===== src/rtl/wb_pkg.sv =====
// Shared definitions for the MEM/WB writeback stage.
// Load funct3 encodings and ctrlWB bit positions.
package wb_pkg;

  localparam logic [2:0] LB  = 3'b000;
  localparam logic [2:0] LH  = 3'b001;
  localparam logic [2:0] LW  = 3'b010;
  localparam logic [2:0] LBU = 3'b100;
  localparam logic [2:0] LHU = 3'b101;

  localparam int WB_REGWRITE = 1;
  localparam int WB_MEMTOREG = 0;

endpackage


===== src/rtl/wb_load_align.sv =====
// Load byte/half/word extraction with sign or zero extension.
// Also flags loads whose address is misaligned for their size.
module wb_load_align
  import wb_pkg::*;
#(
  parameter int XLEN = 32
) (
  input  logic [XLEN-1:0] i_data,
  input  logic [1:0]      i_offset,
  input  logic [2:0]      i_funct3,
  output logic [XLEN-1:0] o_value,
  output logic            o_misaligned
);

  logic       w_is_byte;
  logic       w_is_half;
  logic       w_is_word;
  logic [7:0] w_byte;
  logic [15:0] w_half;

  assign w_is_byte = (i_funct3 == LB) || (i_funct3 == LBU);
  assign w_is_half = (i_funct3 == LH) || (i_funct3 == LHU);
  // Anything that is not a byte or half load behaves as LW.
  assign w_is_word = !w_is_byte && !w_is_half;

  // Pick the addressed byte and halfword lanes.
  always_comb begin
    w_byte = i_data[7:0];
    case (i_offset)
      2'd0: w_byte = i_data[7:0];
      2'd1: w_byte = i_data[15:8];
      2'd2: w_byte = i_data[23:16];
      2'd3: w_byte = i_data[31:24];
      default: w_byte = i_data[7:0];
    endcase
    w_half = i_offset[1] ? i_data[31:16] : i_data[15:0];
  end

  // Extend the selected lane; bit 2 of funct3 marks unsigned loads.
  always_comb begin
    o_value = i_data;
    unique case (1'b1)
      w_is_byte: o_value = i_funct3[2]
        ? {{(XLEN-8){1'b0}}, w_byte}
        : {{(XLEN-8){w_byte[7]}}, w_byte};
      w_is_half: o_value = i_funct3[2]
        ? {{(XLEN-16){1'b0}}, w_half}
        : {{(XLEN-16){w_half[15]}}, w_half};
      default: o_value = i_data;
    endcase
  end

  assign o_misaligned = (w_is_half && i_offset[0])
                     || (w_is_word && (i_offset != 2'd0));

endmodule


===== src/rtl/mem_wb_stage.sv =====
// MEM/WB pipeline register with load alignment and writeback select.
// Optional retirement counter enabled by WB_RETIRE_CNT_EN.
module mem_wb_stage
  import wb_pkg::*;
#(
  parameter int XLEN       = 32,
  parameter int REG_ADDR_W = 5
) (
  input  logic                  i_clk,
  input  logic                  i_reset_n,
  input  logic                  i_stall,
  input  logic                  i_flush,
  input  logic                  i_valid,
  input  logic [1:0]            i_ctrlWB,
  input  logic [2:0]            i_funct3,
  input  logic [XLEN-1:0]       i_aluResult,
  input  logic [XLEN-1:0]       i_readData,
  input  logic [REG_ADDR_W-1:0] i_rd,
  output logic                  o_valid,
  output logic                  o_regWrite,
  output logic [REG_ADDR_W-1:0] o_rd,
  output logic [XLEN-1:0]       o_wbData,
  output logic                  o_misaligned
`ifdef WB_RETIRE_CNT_EN
  ,
  output logic [63:0]           o_retireCount
`endif
);

  logic                  r_valid;
  logic [1:0]            r_ctrl;
  logic [2:0]            r_funct3;
  logic [XLEN-1:0]       r_alu;
  logic [XLEN-1:0]       r_rdata;
  logic [REG_ADDR_W-1:0] r_rd;

  logic [XLEN-1:0] w_load;
  logic            w_load_mis;
  logic            w_regwrite;
  logic            w_memtoreg;

  // Stage register: flush beats stall, stall beats capture.
  always_ff @(posedge i_clk or negedge i_reset_n) begin
    if (!i_reset_n) begin
      r_valid  <= 1'b0;
      r_ctrl   <= '0;
      r_funct3 <= '0;
      r_alu    <= '0;
      r_rdata  <= '0;
      r_rd     <= '0;
    end else if (i_flush) begin
      r_valid <= 1'b0;
      r_ctrl  <= '0;
    end else if (!i_stall) begin
      r_valid  <= i_valid;
      r_ctrl   <= i_ctrlWB;
      r_funct3 <= i_funct3;
      r_alu    <= i_aluResult;
      r_rdata  <= i_readData;
      r_rd     <= i_rd;
    end
  end

  wb_load_align #(
    .XLEN(XLEN)
  ) u_align (
    .i_data      (r_rdata),
    .i_offset    (r_alu[1:0]),
    .i_funct3    (r_funct3),
    .o_value     (w_load),
    .o_misaligned(w_load_mis)
  );

  assign w_memtoreg = r_ctrl[WB_MEMTOREG];
  assign w_regwrite = r_valid && r_ctrl[WB_REGWRITE]
                   && (r_rd != '0);

  assign o_valid      = r_valid;
  assign o_regWrite   = w_regwrite;
  assign o_rd         = w_regwrite ? r_rd : '0;
  assign o_misaligned = r_valid && w_memtoreg && w_load_mis;

  // Bubbles drive zero so forwarding never sees stale data.
  always_comb begin
    o_wbData = '0;
    if (r_valid) begin
      o_wbData = w_memtoreg ? w_load : r_alu;
    end
  end

`ifdef WB_RETIRE_CNT_EN
  logic [63:0] r_retire_cnt;

  // Count each held instruction once, on the edge it leaves WB.
  always_ff @(posedge i_clk or negedge i_reset_n) begin
    if (!i_reset_n) begin
      r_retire_cnt <= '0;
    end else if (r_valid && !i_stall) begin
      r_retire_cnt <= r_retire_cnt + 64'd1;
    end
  end

  assign o_retireCount = r_retire_cnt;
`endif

endmodule


===== config.mk =====
export PLATFORM = sky130hd
export DESIGN_NAME = mem_wb_stage
export DESIGN_NICKNAME = d
export VERILOG_FILES = /design/src/rtl/wb_pkg.sv /design/src/rtl/wb_load_align.sv /design/src/rtl/mem_wb_stage.sv
export SDC_FILE = /design/constraint.sdc
export NUM_CORES = 1
export LEC_CHECK = 0
export ABC_AREA = 1
export ABC_CLOCK_PERIOD_IN_PS = 3800
export CORE_ASPECT_RATIO = 0.6
export CORE_MARGIN = 5
export CORE_UTILIZATION = 44
export DETAILED_ROUTE_END_ITERATION = 8
export PLACE_DENSITY_LB_ADDON = 0.08
export SYNTH_ARGS = -nofsm -noshare
export SYNTH_HDL_FRONTEND = slang
export SYNTH_SLANG_ARGS = --single-unit

===== constraint.sdc =====
create_clock -name i_clk -period 3.8 [get_ports i_clk]
set_clock_uncertainty 0.2 [all_clocks]
set_input_delay 0.76 -clock i_clk [delete_from_list [all_inputs] [get_ports i_clk]]
set_output_delay 0.76 -clock i_clk [all_outputs]
set_load 0.02 [all_outputs]

==> summary.txt <==
Die
  • Height of the die: 84.3 um
  • Row cnt: 27
  • Die extent in x: approximately 130 um
  • I/O Pins: 119
  • Starting Density: 44.5%
  • Die Area: 0.0113 mm^2
  • Core area: 0.00909 mm^2

Yosys
  • Mux share of post-synthesis cell area: 0%
  • XOR/XNOR Fraction of Synth Area: 0%
  • Cell area after synthesis: slightly above 0.004 mm^2
  • Yosys warns: 0
  • Synthesized flop and latch total: 75
  • Largest family of logic cells by synthesized area: simple AND/OR/NAND/NOR gates
  • Avg Synthesized Cell Area: about 7.4 um^2
  • Main synth FF type: dfrtp_1
  • Post-synthesis compound-gate area fraction: a little under a fifth
  • Adder-Cell Fraction of Synth Area: 0%
  • Simple logic cell fraction of the synthesized area: 26.2%
  • Syn nets: 623
  • Number of synthesized flops with an enable pin: 0
  • Area contributors post-synth: dfrtp_1, nand2_1, o21ai_0, a21oi_1, inv_1
  • Sequential area share after synthesis: 46.4%
  • Synth async-reset ratio: 100%
  • Mapped Cells: 544
  • Synth cell types: 30
  • Most common cell in the netlist: nand2_1
  • Share of the synthesized area in the top cell type: 46.4%
  • Cell taking the most area after synthesis: dfrtp_1
  • Commonest cells post-synth: nand2_1, o21ai_0, dfrtp_1

Global routing
  • Largest net degree at the start of global routing: between 100 and 150
  • Gr usage total: 22.0%
  • GRT Residual Overflow: 0
  • First-pass GRT wire length: about 20 mm
  • Vias in the first global route: 4072
  • Initial antenna violation count: 0

Clocking
  • CTS Hold Bufs: 0
  • CTS tree: yes
  • Cts bufs inserted: 9
  • CTS H-Tree Depth: 3
  • # clock sinks: 75
  • Clk Latency, worst-skew pair: 0.33 ns
  • Clk buf depth: 2
  • Root buffer cell: clkbuf_16
  • Setup bufs post-CTS: 0
  • Worst-path clk slew: about 0.06 ns

Timing
  • Post-layout min period: ~3.6 ns
  • Max Fclk: between 200 and 300 MHz
  • Max_slew headroom: approximately 37%
  • RSZ-0062 raised after global routing: false
  • Worst Tran Pin Value: 0.950 ns
  • Final setup viols: 0
  • Setup_tns: 0 ns
  • Final Hold Vio Count: 0
  • Max-slew violations: 0
  • Part of the cycle the worst path needs: 95.4%

Route
  • Residual DRC: 0
  • Vias/cell: 5.18
  • Drt first-iter violations: 297
  • Pre-antenna DRT Iters: 5
  • Final wirelength: 11.8 mm
  • Final ANT Viol Nets: 0
  • Vias: 3976
  • WL per Instance: ~15 um

Worst setup path
  • Worst Path Required: approximately 2.8 ns
  • Critical Path AT: 2.67 ns
  • CP max FO: 16
  • Crit path launch type: register
  • Critical setup path kind: register to primary output
  • Crit. End Element: primary output

Pwr
  • Peak VDD IR: 232 uV
  • Total Power: 2.34 mW
  • Pwr/cell area: 421 mW/mm^2
  • Pleak: 2.53 nW

Hold path
  • Hold Path Class: register to register

Finish
  • Layout cells sized above 1: 9.06%
  • Area Growth Syn to Fin: 37.0%
  • Nets@finish: 726
  • Fin area: 0.00555 mm^2
  • Antenna diodes: 0

Place
  • Area after DPL: 0.00527 mm^2
  • Port bufs: 118
  • Placer Congestion: 0.860
  • Hpwl dp: 8.45 mm

Status
  • Status: completed

Job
  • Max_cap viols: 0
[where the power goes]
part	leakage, nW	switching (mW)	total, mW	internal [mW]
Combinational	1.46	0.320	0.549	0.229
Sequential	0.927	0.0760	0.974	0.898
Clock	0.136	0.311	0.814	0.503
[cell families (layout without fill, tap and decap cells)]
| family | Yosys count | after routing |
|---|---|---|
| AO/OA/AOI/OAI | 136 | 136 |
| buffers and inverters | 78 | 185 |
| flip-flops | 75 | 75 |
| AND/OR/NAND/NOR | 255 | 255 |
[through the flow]
step / utilization, % / hold slack (ns) / worst slack (ns) / cells
after floorplan: - / 0.237 / 1.34 / 544
after global placement: 58.0 / 0.250 / 0.586 / 752
after detailed placement: 58.0 / 0.253 / 0.510 / 752
after CTS: 61.0 / 0.267 / 0.128 / 767
after global routing: 61.0 / 0.284 / 0.00485 / 767
final: 61.0 / 0.263 / 0.173 / 767
[final timing paths]
check / startpoint / endpoint / slack [ns] / cells after the start
max: r_funct3[1]$_DFFE_PN0P_ / o_wbData[20] / 0.17 / 8
min: r_alu[3]$_DFFE_PN0P_ / r_alu[3]$_DFFE_PN0P_ / 0.26 / 2
max reg2reg: o_valid$_DFFE_PN0P_ / o_valid$_DFFE_PN0P_ / 2.28 / 2
min reg2reg: r_alu[3]$_DFFE_PN0P_ / r_alu[3]$_DFFE_PN0P_ / 0.26 / 2
max in group asynchronous: i_reset_n / r_alu[1]$_DFFE_PN0P_ / 2.35 / 1
min in group asynchronous: i_reset_n / r_alu[13]$_DFFE_PN0P_ / 0.36 / 1
[per-layer routing]
| layer | part of all wire [%] | wire length [um] | GRT usage, % |
|---|---|---|---|
| met1 | 47 | 5530 | 31.2 |
| met3 | 8.2 | 968 | 6.77 |
| met5 | 0 | 0 | 0 |
| met2 | 44 | 5240 | 33.2 |
| met4 | 0.86 | 102 | 5.32 |
[cells in the final DEF, fill, tap and decap left out, types with 3 or more instances in the layout]
cell,count
clkbuf_16,9
dfrtp_1,74
a21oi_1,32
a21oi_2,10
o22ai_1,6
nand2_1,207
or2_2,5
nand2_2,11
nor2_1,10
inv_1,38
inv_2,4
nor2_4,3
clkdlybuf4s50_1,117
buf_4,7
nand3_1,14
clkbuf_1,3
o21ai_0,79
[layout make-up]
class                      count  area (um^2)
clock buffer                  12          236
clock inverter                 3         40.0
fill                         832         3540
inverter                      45          171
multi-input combinational    391         1830
sequential                    75         1880
tap                          116          145
timing repair buffer         125         1240
[what timing repair did]
| action | CTS | global route |
|---|---|---|
| gates resized for setup | 0 | 1 |
| setup endpoints to repair | 0 | 8 |
| endpoints found under the hold margin | 0 | 0 |
[worst max-delay path, cell delays in order (launching register included)]
cell and delay (ns):
dfrtp_1 0.59, nor2_4 0.24, inv_2 0.07, a21oi_4 0.15, nand3_4 0.16, nand3_4 0.26, nand2_1 0.09, a21oi_1 0.15
clkdlybuf4s50_1 0.62
[sequential cells by signal, indices dropped and copies added, names as in the netlist]
signal    cells
r_ctrl        2
r_rd          5
o_valid       1
r_funct3      3
r_alu        32
r_rdata      32
(Power assumes the default switching activity.)
